[src/rtl/unslicer.sv]
// unslicer: expands each packed 32-bit soft-bit word into 1, 2, 4, 8 or 16 I/Q sample words.
// Define UNSLICER_MIDFILL_EN to set the bit just below the restored bits (mid-rise fill).
module unslicer (
  input  logic        clk,
  input  logic        srst,
  input  logic        dmaReset,
  input  logic [31:0] config_payload_slice,
  input  logic [31:0] config_payload_length,
  input  logic        config_valid,
  output logic        unslicer_busy,
  output logic        cfg_error,
  input  logic [31:0] t0_data,
  input  logic        t0_last,
  input  logic        t0_valid,
  output logic        t0_ready,
  output logic [31:0] i0_data,
  output logic        i0_last,
  output logic        i0_valid,
  input  logic        i0_ready
);

  logic [3:0]  r_slice;
  logic [31:0] r_length;
  logic [31:0] r_txnCnt;
  logic        r_busy;
  logic        r_drain;
  logic        r_cfgError;

  logic [31:0] r_holdData;
  logic        r_holdLast;
  logic        r_holdValid;
  logic [3:0]  r_idx;

  logic [31:0] r_outData;
  logic        r_outLast;
  logic        r_outValid;

  logic        w_flush;
  logic        w_sliceLegal;
  logic [3:0]  w_lastIdx;
  logic        w_idxAtEnd;
  logic        w_outLoad;
  logic        w_holdDone;
  logic        w_inFire;
  logic        w_payloadEnd;
  logic [31:0] w_sub;

  assign w_flush      = srst | dmaReset;
  assign w_sliceLegal = (config_payload_slice == 32'd0) || (config_payload_slice == 32'd1) ||
                        (config_payload_slice == 32'd2) || (config_payload_slice == 32'd4) ||
                        (config_payload_slice == 32'd8);

  always_comb begin
    w_lastIdx = 4'd0;
    case (r_slice)
      4'd1:    w_lastIdx = 4'd15;
      4'd2:    w_lastIdx = 4'd7;
      4'd4:    w_lastIdx = 4'd3;
      4'd8:    w_lastIdx = 4'd1;
      default: w_lastIdx = 4'd0;
    endcase
  end

  // >= rather than == so a mode change under an occupied hold still frees it
  assign w_idxAtEnd = r_idx >= w_lastIdx;
  assign w_outLoad  = ~r_outValid | i0_ready;
  assign w_holdDone = r_holdValid & w_outLoad & w_idxAtEnd;
  assign t0_ready   = ~w_flush & (~r_holdValid | (w_idxAtEnd & w_outLoad));
  assign w_inFire   = t0_valid & t0_ready;

  assign w_payloadEnd = (r_length != 32'd0) ? (r_txnCnt == (r_length - 32'd1)) : t0_last;

  // Sub-word j takes the I group at bit 2kj and the Q group right above it
  always_comb begin
    w_sub = '0;
    case (r_slice)
      4'd1: begin
        w_sub[15] = r_holdData[{r_idx, 1'b0}];
        w_sub[31] = r_holdData[{r_idx, 1'b1}];
      end
      4'd2: begin
        w_sub[15:14] = r_holdData[{r_idx[2:0], 2'b00} +: 2];
        w_sub[31:30] = r_holdData[{r_idx[2:0], 2'b10} +: 2];
      end
      4'd4: begin
        w_sub[15:12] = r_holdData[{r_idx[1:0], 3'b000} +: 4];
        w_sub[31:28] = r_holdData[{r_idx[1:0], 3'b100} +: 4];
      end
      4'd8: begin
        w_sub[15:8]  = r_holdData[{r_idx[0], 4'b0000} +: 8];
        w_sub[31:24] = r_holdData[{r_idx[0], 4'b1000} +: 8];
      end
      default: w_sub = r_holdData;
    endcase
`ifdef UNSLICER_MIDFILL_EN
    case (r_slice)
      4'd1: begin
        w_sub[14] = 1'b1;
        w_sub[30] = 1'b1;
      end
      4'd2: begin
        w_sub[13] = 1'b1;
        w_sub[29] = 1'b1;
      end
      4'd4: begin
        w_sub[11] = 1'b1;
        w_sub[27] = 1'b1;
      end
      4'd8: begin
        w_sub[7]  = 1'b1;
        w_sub[23] = 1'b1;
      end
      default: ;
    endcase
`endif
  end

  always_ff @(posedge clk) begin
    if (w_flush) begin
      r_slice    <= 4'd0;
      r_length   <= 32'd0;
      r_txnCnt   <= 32'd0;
      r_busy     <= 1'b0;
      r_drain    <= 1'b0;
      r_cfgError <= 1'b0;
    end else if (config_valid && !r_busy) begin
      r_slice    <= w_sliceLegal ? config_payload_slice[3:0] : 4'd0;
      r_length   <= config_payload_length;
      r_txnCnt   <= 32'd0;
      r_busy     <= 1'b1;
      r_drain    <= 1'b0;
      r_cfgError <= r_cfgError | ~w_sliceLegal;
    end else if (r_busy) begin
      if (w_inFire && !r_drain) begin
        if (w_payloadEnd) begin
          r_txnCnt <= 32'd0;
          r_drain  <= 1'b1;
        end else begin
          r_txnCnt <= r_txnCnt + 32'd1;
        end
      end
      if (r_drain && !r_holdValid && !r_outValid) begin
        r_busy  <= 1'b0;
        r_drain <= 1'b0;
      end
    end
  end

  always_ff @(posedge clk) begin
    if (w_flush) begin
      r_holdData  <= 32'd0;
      r_holdLast  <= 1'b0;
      r_holdValid <= 1'b0;
      r_idx       <= 4'd0;
    end else begin
      if (r_holdValid && w_outLoad)
        r_idx <= w_idxAtEnd ? 4'd0 : r_idx + 4'd1;
      if (w_inFire) begin
        r_holdData  <= t0_data;
        r_holdLast  <= t0_last;
        r_holdValid <= 1'b1;
      end else if (w_holdDone) begin
        r_holdValid <= 1'b0;
      end
    end
  end

  always_ff @(posedge clk) begin
    if (w_flush) begin
      r_outData  <= 32'd0;
      r_outLast  <= 1'b0;
      r_outValid <= 1'b0;
    end else if (w_outLoad) begin
      if (r_holdValid) begin
        r_outData  <= w_sub;
        r_outLast  <= r_holdLast & w_idxAtEnd;
        r_outValid <= 1'b1;
      end else begin
        r_outLast  <= 1'b0;
        r_outValid <= 1'b0;
      end
    end
  end

  assign i0_data       = r_outData;
  assign i0_last       = r_outLast;
  assign i0_valid      = r_outValid;
  assign unslicer_busy = r_busy;
  assign cfg_error     = r_cfgError;

endmodule

[config.mk]
export PLATFORM = sky130hd
export DESIGN_NAME = unslicer
export DESIGN_NICKNAME = d
export VERILOG_FILES = /design/src/rtl/unslicer.sv
export SDC_FILE = /design/constraint.sdc
export NUM_CORES = 1
export LEC_CHECK = 0
export BUFFER_PORTS_ARGS = -buffer_cell sky130_fd_sc_hd__buf_2
export CORE_UTILIZATION = 51
export DETAILED_ROUTE_END_ITERATION = 8
export PLACE_DENSITY = 0.83
export SLEW_MARGIN = 20
export SYNTH_ARGS = -nofsm -noshare
export SYNTH_HDL_FRONTEND = slang
export SYNTH_SLANG_ARGS = --single-unit
export TNS_END_PERCENT = 20
[constraint.sdc]
create_clock -name clk -period 3.5 [get_ports clk]
set_input_delay 0.35 -clock clk [delete_from_list [all_inputs] [get_ports clk]]
set_output_delay 0.35 -clock clk [all_outputs]
set_load 0.02 [all_outputs]
# --- Yosys cells after proc, flatten, opt, wreduce, memory -nomap -nowiden ---
# Index checks and enable logic that the tools add are counted.
classes:
  n_addsub: 3
  muxes: 29
  bitwise: 14
  n_eq_ne: 9
  shift: 6
  magnitude_cmp: 3
  n_reduce_logical: 25
op_table:
  columns: ["cell", "count"]
  rows:
  - ["$shiftx A32 B6 Y2", 2]
  - ["$shiftx A32 B6 Y4", 2]
  - ["$shiftx A32 B6 Y8", 2]
  - ["$add A32 B1 Y32 const B", 1]
  - ["$eq A32 B1 Y1 const B", 1]
  - ["$eq A32 B2 Y1 const B", 1]
  - ["$eq A32 B3 Y1 const B", 1]
  - ["$eq A32 B32 Y1", 1]
  - ["$eq A32 B4 Y1 const B", 1]
  - ["$logic_not A32 Y1", 1]
  - ["$mux W32", 1]
  - ["$reduce_bool A32 Y1", 1]
  - ["$sub A32 B1 Y32 const B", 1]
  - ["$mux W8", 2]
  - ["$pmux W1 S4", 4]
  - ["$pmux W4 S2", 2]
  - ["$pmux W4 S4", 1]
  - ["$mux W1", 13]
  - ["$lt A5 B6 Y1 const B", 2]
  - ["$pmux W2 S3", 2]
  - ["$bmux W1 S4", 2]
  - ["$mux W4", 2]
  - ["$and A1 B1 Y1", 6]
  - ["$reduce_bool A2 Y1", 3]
  - ["other kinds (16)", 34]
totals:
  wordCells: 102
  output_inout_bits: 37
  reg_bits: 143

# --- Longest topological paths before layout ---
depth:
  word_depth: 10
  mapped_depth: 13
  depth_no_buf: 12

# --- Worst setup path after synthesis ---
# OpenSTA, ideal clock, no wires.
synth_timing:
  path_kind: "register to register"
  start: "register r_slice[3]"
  end: "register r_drain"
  path_stages_with_launch: 14
  period_less_slack_ns: 3.449
  setup_slack_ns: 0.051
  path_buffers: 1
  required_ns: 3.385
  arrival_ns: 3.335
  setup_ns: 0.115
  path_cell_list: "dfxtp_1 > nor4b_1 > nor4_1 > inv_1 > ha_1 > nand2b_1 > a21o_1 > a21o_1 > a31oi_1 > nor3b_1 > nand2_1 > a21oi_4 > buf_6 > a31o_4"
synth_between:
  elab_chain_len: 10
  word_cells_on_any_way: 13
  cone_classes: "order compare: 1; eq/ne: 4; mux: 1; bitwise: 4; reduce/logical: 3"
synth_rtl:
  columns: ["element", "line_no", "source"]
  rows:
  - ["start: declaration", "22", "logic [3:0] r_slice;"]
  - ["start signal: assignment", "127", "r_slice <= w_sliceLegal ? config_payload_slice[3:0] : 4'd0;"]
  - ["$eq A4 B4 Y1, or another cell as far along", "55", "case (r_slice)"]
  - ["$pmux W4 S4 *", "55", null]
  - ["$ge A4 B4 Y1 *", "65", "assign w_idxAtEnd = r_idx >= w_lastIdx;"]
  - ["$and A1 B1 Y1 *", "68", "assign t0_ready = ~w_flush & (~r_holdValid | (w_idxAtEnd & w_outLoad));"]
  - ["$or A1 B1 Y1 *", "68", null]
  - ["$and A1 B1 Y1 *", "68", null]
  - ["$and A1 B1 Y1 *", "69", "assign w_inFire = t0_valid & t0_ready;"]
  - ["$logic_and A1 B1 Y1 *", "134", "if (w_inFire && !r_drain) begin"]
  - ["$reduce_bool A2 Y1 (no source line) *", null, null]
  - ["$reduce_and A3 Y1 (no source line) *", null, null]
  - ["end signal: assignment", "131", "r_drain <= 1'b0;"]
  - ["end signal: assignment", "137", "r_drain <= 1'b1;"]
  - ["end signal: assignment", "144", "r_drain <= 1'b0;"]
  - ["end: declaration", "26", "logic r_drain;"]
# Mark *: on every way between the ends. The rest lies on a longest branch, timed or not.
# A chain may end at the register's enable or synchronous reset.

# --- Worst setup path after layout ---
layout_timing:
  start: "register r_slice[2]"
  end: "output t0_ready"
layout_between:
  elab_chain_len: 6
  word_cells_on_any_way: 9
  cone_classes: "order compare: 1; eq/ne: 4; mux: 1; bitwise: 3"
layout_rtl:
  columns: ["element", "line_no", "source"]
  rows:
  - ["$eq A4 B4 Y1, or another cell as far along", "55", null]
  - ["$pmux W4 S4 *", "55", null]
  - ["$ge A4 B4 Y1 *", "65", null]
  - ["$and A1 B1 Y1 *", "68", null]
  - ["$or A1 B1 Y1 *", "68", null]
  - ["$and A1 B1 Y1 *", "68", null]
  - ["end: declaration", "15", "output logic t0_ready,"]
# Marks and branches as above.

==> results.sh <==
export IMPL_cellPowerDensity_mw_per_mm2=425
export IMPL_overflow=0
export IMPL_cp_cell_sequence="nor4b_1 > buf_4 > nor3_1 > ha_1 > a21o_1 > a21o_1 > a31oi_1 > buf_4 > nor2_1 > buf_2"
export IMPL_min_to="r_holdData[22]"
export IMPL_synth_largest_area_cell="dfxtp_1"
export IMPL_start_util_pct=52.1
export IMPL_ir_drop_v=0.000338
export IMPL_slowest_stage="nor4b_1"
export IMPL_wire_per_inst_um=17.3
export IMPL_synthFlopType="dfxtp_1"
export IMPL_hpwl_um=16300
export IMPL_ff2ff_path_depth=11
export IMPL_grt_antenna_before_repair=0
export IMPL_grt_pass1_vias=7362
export IMPL_drc=0
export IMPL_run_status="completed"
export IMPL_period_needed_ns=3.29
export IMPL_synthTopCellsByArea="dfxtp_1 (36%), nand2_1 (9.2%), a21oi_1 (4.2%), mux4_2 (4.0%), o21ai_0 (3.9%)"
export IMPL_area_growth_pct=18.9
export IMPL_route_antenna_remaining_nets=0
export IMPL_relSlewSlack_pct=35.7
export IMPL_drt_iter0_markers=589
export IMPL_slowest_delay_ns=0.47
export IMPL_max_freq_mhz=304
export IMPL_yosys_warnings=0
export IMPL_fp_row_count=45
export IMPL_synth_top_area_share_pct=36.3
export IMPL_hp_start="t0_data[22]"
export IMPL_post_place_ws_ns=0.311
export IMPL_hold_viol=0
export IMPL_final_cell_count_no_fill=1305
export IMPL_port_buffers=139
export IMPL_setup_viol=0
export IMPL_r2r_end="r_holdData[0]"
export IMPL_hold_path_class="in2reg"
export IMPL_drive_above_1_share_pct=20.8
export IMPL_clock_skew_ns=0.00888
export IMPL_cts_hold_fix_buffers=0
export IMPL_seq_area_frac_synth_pct=36.3
export IMPL_grt_start_max_net_pins=67
export IMPL_path_class="reg2out"
export IMPL_cap_violations=0
export IMPL_rsz0062_at_grt="no"
export IMPL_placed_cells=1274
export IMPL_cts_tree="done"
export IMPL_tns_ns=0
export IMPL_cts_resized=0
export IMPL_post_route_cell_area_mm2=0.00938
export IMPL_clkLatencyLatePin_ns=0.42
export IMPL_synth_cell_type_count=65
export IMPL_finalCritPeriodShare_pct=93.9
export IMPL_synth_edf_count=0
export IMPL_async_flop_share_pct=0
export IMPL_viasPerCell=6.01
export IMPL_worstReg2RegStart="r_slice[2]"
export IMPL_syn_avg_cell_area_um2=7.99
export IMPL_critPathBufInv=3
export IMPL_dr_pass1_iters=6
export IMPL_io_pins=140
export IMPL_crit_arrival_ns=2.94
export IMPL_syn_area_mm2=0.00789
export IMPL_die_h_um=126
export IMPL_vias=7844
export IMPL_cp_required_ns=3.15
export IMPL_place_area_mm2=0.00877
export IMPL_r2r_slack_ns=0.24
export IMPL_cts_max_level=4
export IMPL_ctsLongestPathBuffers=2
export IMPL_grt_first_pass_wirelength_um=36400
export IMPL_syn_inst=987
export IMPL_p_leak_nw=3.58
export IMPL_post_cts_buffers=0
export IMPL_tightest_slew_ns=0.962
export IMPL_critPathLaunchType="register"
export IMPL_grt_use_total_pct=28.8
export IMPL_critPathMaxFanout=9
export IMPL_synth_seq_cells=143
export IMPL_cts_buffers=17
export IMPL_fp_dieW_um=126
export IMPL_cts_sinks=143
export IMPL_place_gp_congestion=0.942
export IMPL_core_mm2=0.0151
export IMPL_cp_end_kind="output pin"
export IMPL_fillers=1350
export IMPL_antenna_cells=0
export IMPL_root_buffer="clkbuf_16"
export IMPL_clk_transition_reported_paths_ns=0.06
export IMPL_die_area_mm2=0.0160
export IMPL_drt_wl_total_um=22500
export IMPL_syn_nets=1097
export IMPL_hold_depth=3
export IMPL_slew_violations=0
export IMPL_final_nets=1215
export IMPL_fin_ws_ns=0.212
export IMPL_path_delay_family="simple AND/OR/NAND/NOR gates"
==> per-stage QoR <==
stage,utilization (%),power (mW),hold slack [ns]
5_1_grt,61.9,4.12,0.123
3_3_place_gp,57.9,2.17,0.439
3_5_place_dp,57.9,2.18,0.443
6_report,61.9,3.99,0.117
2_1_floorplan,-,2.01,0.436
4_1_cts,61.9,4.00,0.111
==> synthesized netlist by cell type, types with 4 or more instances <==
master,number
a211oi_1,5
a21boi_0,4
a21o_1,8
a21oi_1,66
a221oi_1,11
a22o_1,5
a22oi_1,4
a311oi_1,8
a31oi_1,9
and2_1,5
and3_1,11
buf_1,4
buf_2,5
clkbuf_1,56
dfxtp_1,143
ha_1,7
inv_1,8
mux2_2,5
mux2i_1,17
mux4_2,14
nand2_1,194
nand2b_1,4
nand3_1,30
nand4_1,12
nor2_1,57
nor2b_1,12
nor3_1,56
nor3b_1,6
nor4_1,21
nor4b_1,10
o211ai_1,5
o21ai_0,62
o22ai_1,4
or3_1,6
or4_1,6
xnor2_1,35
xor2_1,29
==> logic make-up after synthesis <==
| kind of cell | after synthesis | synth area share [%] |
|---|---|---|
| multiplexers | 36 | 6.87 |
| AND/OR/NAND/NOR | 446 | 27.2 |
| XOR/XNOR | 64 | 7.11 |
| flip-flops | 143 | 36.3 |
| adder cells (fa/ha/maj) | 7 | 1.11 |
| AO/OA/AOI/OAI | 214 | 17.3 |
| buffers and inverters | 77 | 4.03 |
==> placed cells by master, fill, tap and decap left out, types with 6 or more instances in the layout <==
master / netlist / routed
mux2i_1: 17 / 17
a21o_1: 8 / 8
buf_4: 0 / 27
nor3_1: 56 / 56
o21ai_0: 62 / 62
a311oi_1: 8 / 8
nor4_1: 21 / 20
a31oi_1: 9 / 9
buf_2: 5 / 139
a221oi_1: 11 / 11
inv_1: 8 / 8
or3_1: 6 / 6
ha_1: 7 / 7
clkbuf_16: 0 / 17
nor4b_1: 10 / 9
nor2_1: 57 / 56
xor2_1: 29 / 29
xnor2_1: 35 / 35
nand4_1: 12 / 12
mux4_2: 14 / 14
a21oi_1: 66 / 66
dfxtp_1: 143 / 142
nand3_1: 30 / 30
nor2b_1: 12 / 11
nand2_1: 194 / 194
and3_1: 11 / 11
or4_1: 6 / 6
==> layer usage <==
| layer | vias to the layer above | GRT usage [%] | share of wire [%] |
|---|---|---|---|
| met5 | - | 0 | 0 |
| met4 | 0 | 14.8 | 4.1 |
| met3 | 80 | 6.24 | 6.8 |
| met2 | 347 | 50.0 | 50 |
| met1 | 3630 | 33.5 | 39 |
| li1 | 3787 | - | - |
==> flip-flops by register name (all words and copies together) (netlist names) <==
signal,cells
i0_valid,1
r_idx,4
r_txnCnt,32
i0_last,1
cfg_error,1
r_slice,4
unslicer_busy,1
r_holdValid,1
r_drain,1
r_length,32
r_holdData,32
i0_data,32
r_holdLast,1
==> how the worst max path moves through the flow <==
stage | to | slack (ns) | cells after the start | from
finish | t0_ready | 0.21 | 10 | r_slice[2]
detailed placement | r_drain | 0.31 | 14 | r_slice[3]
CTS | t0_ready | 0.03 | 11 | r_slice[3]
global route | r_holdData[0] | 0.0006 | 11 | r_slice[2]
global placement | r_txnCnt[16] | 0.35 | 9 | r_length[21]
floorplan | r_drain | 0.05 | 13 | r_slice[3]
==> power by group <==
group	internal, mW	switching [mW]
logic	0.187	0.246
clock network	1.16	0.681
registers	1.66	0.0560
==> layout make-up <==
| cell class | instances | area, um2 | area share, % |
|---|---|---|---|
| clock inverter | 9 | 134 | 1.43 |
| tap | 188 | 235 | 2.51 |
| multi-input combinational | 767 | 4730 | 50.4 |
| inverter | 9 | 33.8 | 0.360 |
| clock buffer | 22 | 464 | 4.95 |
| timing repair buffer | 167 | 918 | 9.79 |
| sequential | 143 | 2860 | 30.5 |
==> worst reg2reg max path, stage by stage, from the launching register on <==
cell	delay, ns
dfxtp_1	0.46
nor4b_1	0.47
buf_4	0.27
nor3_1	0.09
ha_1	0.28
a21o_1	0.11
a21o_1	0.14
a31oi_1	0.08
buf_4	0.17
nor3b_2	0.28
buf_4	0.50
o21ai_0	0.25
(Power assumes the default switching activity.)
